$ cat src/rtl/inst_fetch.sv
// Purpose: program counter and fetch sequencer ahead of the instruction ROM, with Start/Ack run handshake and retired count.
// Latency: ProgCtr and InstCount update one cycle after controls are sampled; branches redirect the very next fetch.
// Backpressure: Stall freezes ProgCtr and InstCount; a halt on the same cycle still retires.
module inst_fetch #(
  parameter int A  = 10,
  parameter int OW = 6,
  parameter int CW = 16
) (
  input  logic          Clk,
  input  logic          Reset_n,
  input  logic          Start,
  input  logic [A-1:0]  StartAddr,
  input  logic          Stall,
  input  logic          Halt,
  input  logic          BranchAbs,
  input  logic          BranchRel,
  input  logic [A-1:0]  Target,
  input  logic [OW-1:0] Offset,
  output logic [A-1:0]  ProgCtr,
  output logic          Running,
  output logic          Ack,
  output logic [CW-1:0] InstCount
);

  typedef enum logic [1:0] {
    S_IDLE   = 2'd0,
    S_ARMED  = 2'd1,
    S_RUN    = 2'd2,
    S_HALTED = 2'd3
  } state_t;

  state_t        r_state;
  logic [A-1:0]  r_pc;
  logic [CW-1:0] r_cnt;
  logic          r_running;
  logic          r_ack;

  logic [A-1:0]  w_off_sext;
  logic [A-1:0]  w_pc_rel;
  logic [A-1:0]  w_pc_inc;
  logic [A-1:0]  w_pc_next;
  logic [CW-1:0] w_cnt_inc;

  // Offset is two's complement; widening keeps the sign so PC + offset wraps modulo 2^A.
  assign w_off_sext = {{(A-OW){Offset[OW-1]}}, Offset};
  assign w_pc_rel   = r_pc + w_off_sext;
  assign w_pc_inc   = r_pc + A'(1);
  // Retired count sticks at all-ones instead of wrapping.
  assign w_cnt_inc  = (&r_cnt) ? r_cnt : r_cnt + CW'(1);

  // Next fetch address for an un-stalled, non-halting RUN cycle: absolute beats relative beats sequential.
  always_comb begin
    w_pc_next = w_pc_inc;
    if (BranchAbs) begin
      w_pc_next = Target;
    end else if (BranchRel) begin
      w_pc_next = w_pc_rel;
    end
  end

  // Run-control FSM; PC, count and handshake outputs are all registered alongside the state.
  always_ff @(posedge Clk or negedge Reset_n) begin
    if (!Reset_n) begin
      r_state   <= S_IDLE;
      r_pc      <= '0;
      r_cnt     <= '0;
      r_running <= 1'b0;
      r_ack     <= 1'b0;
    end else begin
      case (r_state)
        S_IDLE: begin
          if (Start) begin
            r_state <= S_ARMED;
            r_pc    <= StartAddr;
            r_cnt   <= '0;
          end
        end
        S_ARMED: begin
          if (Start) begin
            // Keep following StartAddr until Start drops.
            r_pc <= StartAddr;
          end else begin
            r_state   <= S_RUN;
            r_running <= 1'b1;
          end
        end
        S_RUN: begin
          if (Start) begin
            // Restart wins over every fetch control.
            r_state   <= S_ARMED;
            r_pc      <= StartAddr;
            r_cnt     <= '0;
            r_running <= 1'b0;
          end else if (Halt) begin
            r_state   <= S_HALTED;
            r_cnt     <= w_cnt_inc;
            r_running <= 1'b0;
            r_ack     <= 1'b1;
          end else if (!Stall) begin
            r_pc  <= w_pc_next;
            r_cnt <= w_cnt_inc;
          end
        end
        S_HALTED: begin
          if (Start) begin
            r_state <= S_ARMED;
            r_pc    <= StartAddr;
            r_cnt   <= '0;
            r_ack   <= 1'b0;
          end
        end
        default: begin
          r_state   <= S_IDLE;
          r_running <= 1'b0;
          r_ack     <= 1'b0;
        end
      endcase
    end
  end

  assign ProgCtr   = r_pc;
  assign Running   = r_running;
  assign Ack       = r_ack;
  assign InstCount = r_cnt;

endmodule
$ cat config.mk
export PLATFORM = sky130hd
export DESIGN_NAME = inst_fetch
export DESIGN_NICKNAME = d
export VERILOG_FILES = /design/src/rtl/inst_fetch.sv
export SDC_FILE = /design/constraint.sdc
export NUM_CORES = 1
export LEC_CHECK = 0
export CAP_MARGIN = 20
export CORE_AREA = 2 2 59 88
export DETAILED_ROUTE_END_ITERATION = 7
export DIE_AREA = 0 0 61 90
export PLACE_DENSITY = 0.89
export SYNTH_ARGS = -nofsm -noshare
export SYNTH_HDL_FRONTEND = slang
export SYNTH_SLANG_ARGS = --single-unit
$ cat constraint.sdc
create_clock -name Clk -period 3 [get_ports Clk]
set_input_delay 0.6 -clock Clk [delete_from_list [all_inputs] [get_ports Clk]]
set_output_delay 0.6 -clock Clk [all_outputs]
set_load 0.1 [all_outputs]
==> impl_metrics.yaml, run 1 <==
worst_setup_path:
  critPathMaxStageDelay_ns: 0.53
  cp-startpoint: "BranchRel"
  start_kind: "input pin"
  crit_family: "compound AO/OA/AOI/OAI gates"
  crit_slowest_cell: "clkdlybuf4s50_1"
  r2r_slack_ns: 0.72
  crit_buf_inv: 1
  path_depth: 9
  crit_arrival_ns: 2.91
  worstSetupPathType: "in -> reg"
  regToRegStartpoint: "ProgCtr[0]"
  rr_worst_depth: 7
  cp_data_required_time_ns: 3.15
  rr_endpoint: "ProgCtr[6]"
  cp_cell_sequence: "clkdlybuf4s50_1 > nand2b_1 > ha_1 > fa_1 > a211o_1 > a21o_1 > a221o_1 > nor3_1 > o31ai_1"
  critPathMaxFanout: 5
  crit_path_end_kind: "flip-flop"
clock_tree:
  cts-buffers-inserted: 5
  ctsRootBufferMaster: "clkbuf_8"
  tritoncts: "yes"
  cts_sinks: 30
  clock_tree.buffer_depth: 2
  cts_hold_buffers: 0
  clk_pin_slew_worst_paths_ns: 0.06
  clkLatencyLatePin_ns: 0.28
  cts_setup_buffers: 0
  cts_resized: 0
  htreeDepth: 2
synthesis:
  synth_cell_type_count: 56
  synthArstFlopShare_pct: 100.0
  yosys_warnings: 0
  synth.net_count: 295
  synth_cells: 251
  synth_top_area_share_pct: 34.38
  synthTopCellsByCount: "dfrtp_1 (30), nor2_1 (20), o21ai_0 (20), nand2_1 (19), a21oi_1 (14)"
  synth_compound_area_share_pct: 22.98
  synth-simple-area-share_pct: 25.73
  yosys.area.top_type: "dfrtp_1"
  synthTopCellsByArea: "dfrtp_1 (34%), ha_1 (5.7%), o21ai_0 (4.6%)"
  synthMuxAreaShare_pct: 2.751
  ys_ff_latch: 30
  synth_xor_area_share_pct: 3.610
  synth.most_common_cell: "dfrtp_1"
  synth_ff_type: "dfrtp_1"
  syn_area_per_cell_um2: 8.699
  syn-cell-area_um2: 2183
  synth_fa_ha_area_share_pct: 6.648
  yosysSeqAreaShare_pct: 34.38
  synth_top_family_by_area: "simple AND/OR/NAND/NOR gates"
  synth_edf_count: 0
floorplanning:
  fp.coreArea_um2: 4771
  boundaryPins: 61
  start_util_pct: 45.76
  die_y_um: 90
  row_count: 31
  die_w_um: 61
  die_area_um2: 5490
routing:
  via_count: 2234
  first_pass_iters: 5
  drc_errors: 0
  viasPerCell: 5.818
  final_antenna_net_count: 0
  wl_mm: 5.837
  routedWlPerCell_um: 15.20
  drtIter0Drc: 143
pwr:
  p_comb_share_pct: 54.9
  power_density_nw_per_um2: 679.1
  vdd_drop_max_v: 0.0004460
  internal_power_uw: 998.9
  seq_power_share_pct: 28.1
  pwr-share-clk_pct: 17.0
  p_sw_uw: 978.2
  power.leakage_nw: 1.296
  swShare_pct: 49.48
timing:
  setup-violations-final: 0
  worst_slew_pin_slew_ns: 0.5102
  grt_setup_unrepaired: "no"
  maxSlewViolCount: 0
  period_needed_ns: 2.767
  fmax_mhz: 361.4
  fin_skew_ns: 0.007963
  slew_headroom_pct: 65.53
  worst_slack_ns: 0.2332
  final_hold_viol_count: 0
  min_period_over_period_pct: 92.23
placed_design:
  place.gp.congestion: 0.9629
  io_buffers: 60
  pre_cts_ws_ns: -0.04309
  dp.cells: 376
  hpwl_mm: 4.586
finish:
  syn2layout_area_growth_pct: 33.35
  nets: 361
  final_cells: 384
  fillers: 418
  n_antenna_cell: 0
  drive_gt1_share_pct: 16.35
grt:
  track_usage_pct: 23.32
  antenna_found_initial: 0
  grt_start_max_net_pins: 31
  grt_pass1_wl_mm: 9.970
  grt_pass1_vias: 2243
  globalRoute.totalOverflow: 0
hold_path:
  hold_start: "ProgCtr[4]"
  hold_depth: 2
  hp-class: "reg -> reg"
  hold_path_end: "ProgCtr[4]"
flow_run:
  cap_violations: 0
status:
  status: "finished, final reports clean"
==> sequential cells by signal, summed over array words and instances, names as in the netlist <==
name	cells
Running	1
Ack	1
r_state	2
ProgCtr	10
InstCount	16
==> cells by family (layout without fill, tap and decap cells) <==
kind of cell	count (synthesis)	count (layout)
and+or+nand+nor	102	102
AOI/OAI and AO/OA	74	74
DFF	30	30
buffers and inverters	19	86
adders and majority gates	11	11
xor gates and xnor gates	9	9
muxes	6	6
==> power groups by stage <==
stage	clock, mW	combinational (mW)	sequential [mW]
floorplan	0	0.455	0.909
CTS	0.339	1.09	0.554
finish	0.336	1.09	0.555
global route	0.361	1.17	0.567
detailed placement	0	1.08	0.560
global placement	0	1.06	0.558
==> worst min-delay path, delay by kind of cell (launching register included) <==
kind             cells  cell delay [ns]
AND/OR/NAND/NOR      1             0.06
flip-flops           1             0.38
AO/OA/AOI/OAI        1             0.06
==> metrics by stage <==
stage / utilization [%] / area (um2) / TNS (ns) / total power, mW / hold WS, ns
floorplan: - / 2183 / 0 / 1.364 / 0.3044
detailed placement: 59.11 / 2820 / -0.04309 / 1.641 / 0.5113
global route: 61.03 / 2912 / 0 / 2.099 / 0.5713
finish: 61.03 / 2912 / 0 / 1.977 / 0.5356
global placement: 59.11 / 2820 / 0 / 1.620 / 0.5046
CTS: 61.03 / 2912 / 0 / 1.978 / 0.5420
==> routing by layer <==
metal | global-route usage (%) | share of wire (%) | vias to the layer above
li1 | - | - | 1078
met1 | 25.98 | 38 | 1054
met4 | 8.696 | 2.5 | 0
met5 | 0 | 0 | -
met2 | 41.49 | 54 | 88
met3 | 4.604 | 5.1 | 14
==> cell usage in the layout, fill, tap and decap left out, drive strengths merged, types with 4 or more instances in the layout <==
cell            n
nor3           11
nand2          19
dfrtp          30
nand3           8
clkbuf          7
and3            6
nor2           20
inv             7
buf            39
nand2b          5
mux2i           6
a211oi          4
or3             4
a21o            5
nand4           8
clkdlybuf4s50  32
a211o           4
xor2            7
ha             10
o31ai           4
and2            6
a21oi          14
o21ai          22
o22ai           4
==> worst max path at each step <==
stage / to / slack (ns)
6_report: ProgCtr[6] / 0.23
5_1_grt: ProgCtr[6] / 0.15
4_1_cts: ProgCtr[6] / 0.23
3_5_place_dp: ProgCtr[6] / -0.04
3_3_place_gp: ProgCtr[6] / 0.02
2_1_floorplan: ProgCtr[6] / 0.28
==> cell type report <==
| type | instances | area [um2] | share of cell area [%] |
|---|---|---|---|
| clock inverter | 1 | 5.005 | 0.1719 |
| multi-input combinational | 202 | 1348 | 46.28 |
| tap | 66 | 82.58 | 2.836 |
| timing repair buffer | 71 | 613.1 | 21.06 |
| inverter | 7 | 26.28 | 0.9025 |
| clock buffer | 7 | 86.33 | 2.965 |
| sequential | 30 | 750.7 | 25.78 |
(Power assumes the default switching activity.)
==> run 2, diff against run 1 <==
Settings changed: ABC_AREA set to 1, CORE_AREA 2 2 59 88 to 2 2 60 90, DIE_AREA 0 0 61 90 to 0 0 62 92, GPL_ROUTABILITY_DRIVEN set to 0, PLACE_DENSITY 0.89 to 0.9.
==> impl_metrics.yaml, run 2 <==
finish:
  layout_common_cells: "nand2_1 (85), nor2_1 (54), inv_1 (36)"
  nets: 449
  final_cells: 474
  n_antenna_cell: 0
  seq_area_um2: 750.7
  syn2layout_area_growth_pct: 29.59
  multi_input_area_um2: 1363
  utilization_pct: 60.00
  fillers: 464
  drive_gt1_share_pct: 13.30
  largest_reg_flops: 16
  final_common_cell: "nand2_1"
placed_design:
  dp.cells: 466
  io_buffers: 60
  hpwl_mm: 4.869
  pre_cts_ws_ns: 0.2800
synthesis:
  synthTopCellsByCount: "nand2_1 (85), nor2_1 (54), inv_1 (36), dfrtp_1 (30), nand3_1 (28)"
  synth-simple-area-share_pct: 35.37
  syn-cell-area_um2: 2317
  synthMuxAreaShare_pct: 0
  synth_top_area_share_pct: 32.40
  synthArstFlopShare_pct: 100.0
  synthTopCellsByArea: "dfrtp_1 (32%), nand2_1 (14%), nor2_1 (8.7%)"
  yosys_warnings: 0
  synth.most_common_cell: "nand2_1"
  synth_ff_type: "dfrtp_1"
  synth_cells: 343
  syn_area_per_cell_um2: 6.756
  synth_fa_ha_area_share_pct: 6.263
  synth.net_count: 387
  ys_ff_latch: 30
  synth_top_family_by_area: "simple AND/OR/NAND/NOR gates"
  yosysSeqAreaShare_pct: 32.40
  synth_xor_area_share_pct: 4.914
  synth_cell_type_count: 34
  yosys.area.top_type: "dfrtp_1"
  synth_compound_area_share_pct: 12.26
  synth_edf_count: 0
clock_tree:
  tritoncts: "yes"
  ctsRootBufferMaster: "clkbuf_8"
  clk_pin_slew_worst_paths_ns: 0.07
  clock_tree.buffer_depth: 2
  htreeDepth: 2
  cts_resized: 0
  cts_sinks: 30
  cts_setup_buffers: 0
  cts_hold_buffers: 0
  cts-buffers-inserted: 5
  clkLatencyLatePin_ns: 0.29
routing:
  viasPerCell: 5.207
  drtIter0Drc: 187
  via_count: 2468
  routedWlPerCell_um: 13.33
  wl_mm: 6.319
  final_antenna_net_count: 0
  drc_errors: 0
  first_pass_iters: 6
timing:
  period_needed_ns: 2.434
  min_period_over_period_pct: 81.12
  slew_headroom_pct: 65.08
  fin_skew_ns: 0.009664
  final_hold_viol_count: 0
  fmax_mhz: 410.9
  setup-violations-final: 0
  maxSlewViolCount: 0
  worst_slack_ns: 0.5665
  setup_tns_ns: 0
  worst_slew_pin_slew_ns: 0.5232
  grt_setup_unrepaired: "no"
pwr:
  power.leakage_nw: 1.444
  vdd_drop_max_v: 0.0004586
  power_density_nw_per_um2: 766.4
  power_mw: 2.301
worst_setup_path:
  crit_path_end_kind: "flip-flop"
  r2r_slack_ns: 0.69
  critPathMaxFanout: 3
  cp_cell_sequence: "clkdlybuf4s50_1 > nand2_1 > ha_1 > fa_1 > inv_1 > nor2_1 > nor2_1 > nor2_1 > o21ai_0 > nand2_1 > o21ai_0 > a22oi_1"
  crit_arrival_ns: 2.60
  cp_data_required_time_ns: 3.16
  worstSetupPathType: "in -> reg"
  crit_slowest_cell: "clkdlybuf4s50_1"
  rr_worst_depth: 12
  start_kind: "input pin"
  cp_common_cell: "nor2_1"
  critPathMaxStageDelay_ns: 0.48
hold_path:
  hp-class: "reg -> reg"
  hold_depth: 1
grt:
  track_usage_pct: 23.63
  grt_start_max_net_pins: 31
  grt_pass1_wl_mm: 10.27
  globalRoute.totalOverflow: 0
  grt_pass1_vias: 2363
  antenna_found_initial: 0
floorplanning:
  boundaryPins: 61
  die_w_um: 62
  fp.coreArea_um2: 5005
  die_y_um: 92
  start_util_pct: 46.30
  row_count: 32
  die_area_um2: 5704
status:
  status: "finished, final reports clean"
flow_run:
  cap_violations: 0
run 2: cell families (layout without fill, tap and decap cells):
group                      after synthesis  count (layout)
DFF                                     30              30
and+or+nand+nor                        190             190
xor gates and xnor gates                13              13
AOI/OAI and AO/OA                       50              50
adders and majority gates               11              11
buffers and inverters                   49             112
run 2: final timing paths:
check / to / startpoint
worst min register to register: Ack / Ack
worst max register to register: InstCount[4] / r_state[0]
worst max-delay path: ProgCtr[6] / BranchRel
min in group asynchronous: InstCount[1] / Reset_n
worst min-delay path: Ack / Ack
max in group asynchronous: r_state[0] / Reset_n
run 2: per-stage QoR:
step	hold slack, ns	instance area [um2]
finish	0.5301	3003
global route	0.5632	3003
CTS	0.5239	3003
detailed placement	0.5088	2912
global placement	0.4996	2912
floorplan	0.3044	2317
run 2: area by class of cell:
cell class | count | area share [%]
Tap cell | 68 | 2.833
Clock inverter | 1 | 0.1667
Timing Repair Buffer | 64 | 18.67
Clock buffer | 7 | 2.875
Sequential cell | 30 | 25.00
Inverter | 40 | 5.083
Multi-Input combinational cell | 264 | 45.38
run 2: worst max-delay path: cells and delay by family:
family / cells / cell delay [ns]
AND/OR/NAND/NOR: 5 / 0.41
AO/OA/AOI/OAI: 3 / 0.39
buffers and inverters: 2 / 0.55
adder cells (fa/ha/maj): 2 / 0.64
run 2: layer usage:
metal  vias to the layer above  routed length [um]  global-route usage (%)
met5                         -                   0                       0
met4                         0                 169                   8.333
met3                        18                 415                   5.219
met2                       113                3331                   41.75
met1                      1103                2402                   26.27
li1                       1234                   -                       -
run 2: report_power, final:
| group | switching [mW] | internal, mW | leakage (nW) | total (mW) |
|---|---|---|---|---|
| clock network | 0.160 | 0.185 | 0.0482 | 0.345 |
| logic | 1.02 | 0.371 | 1.01 | 1.39 |
| registers | 0.0850 | 0.483 | 0.382 | 0.568 |
| total | 1.26 | 1.04 | 1.44 | 2.30 |
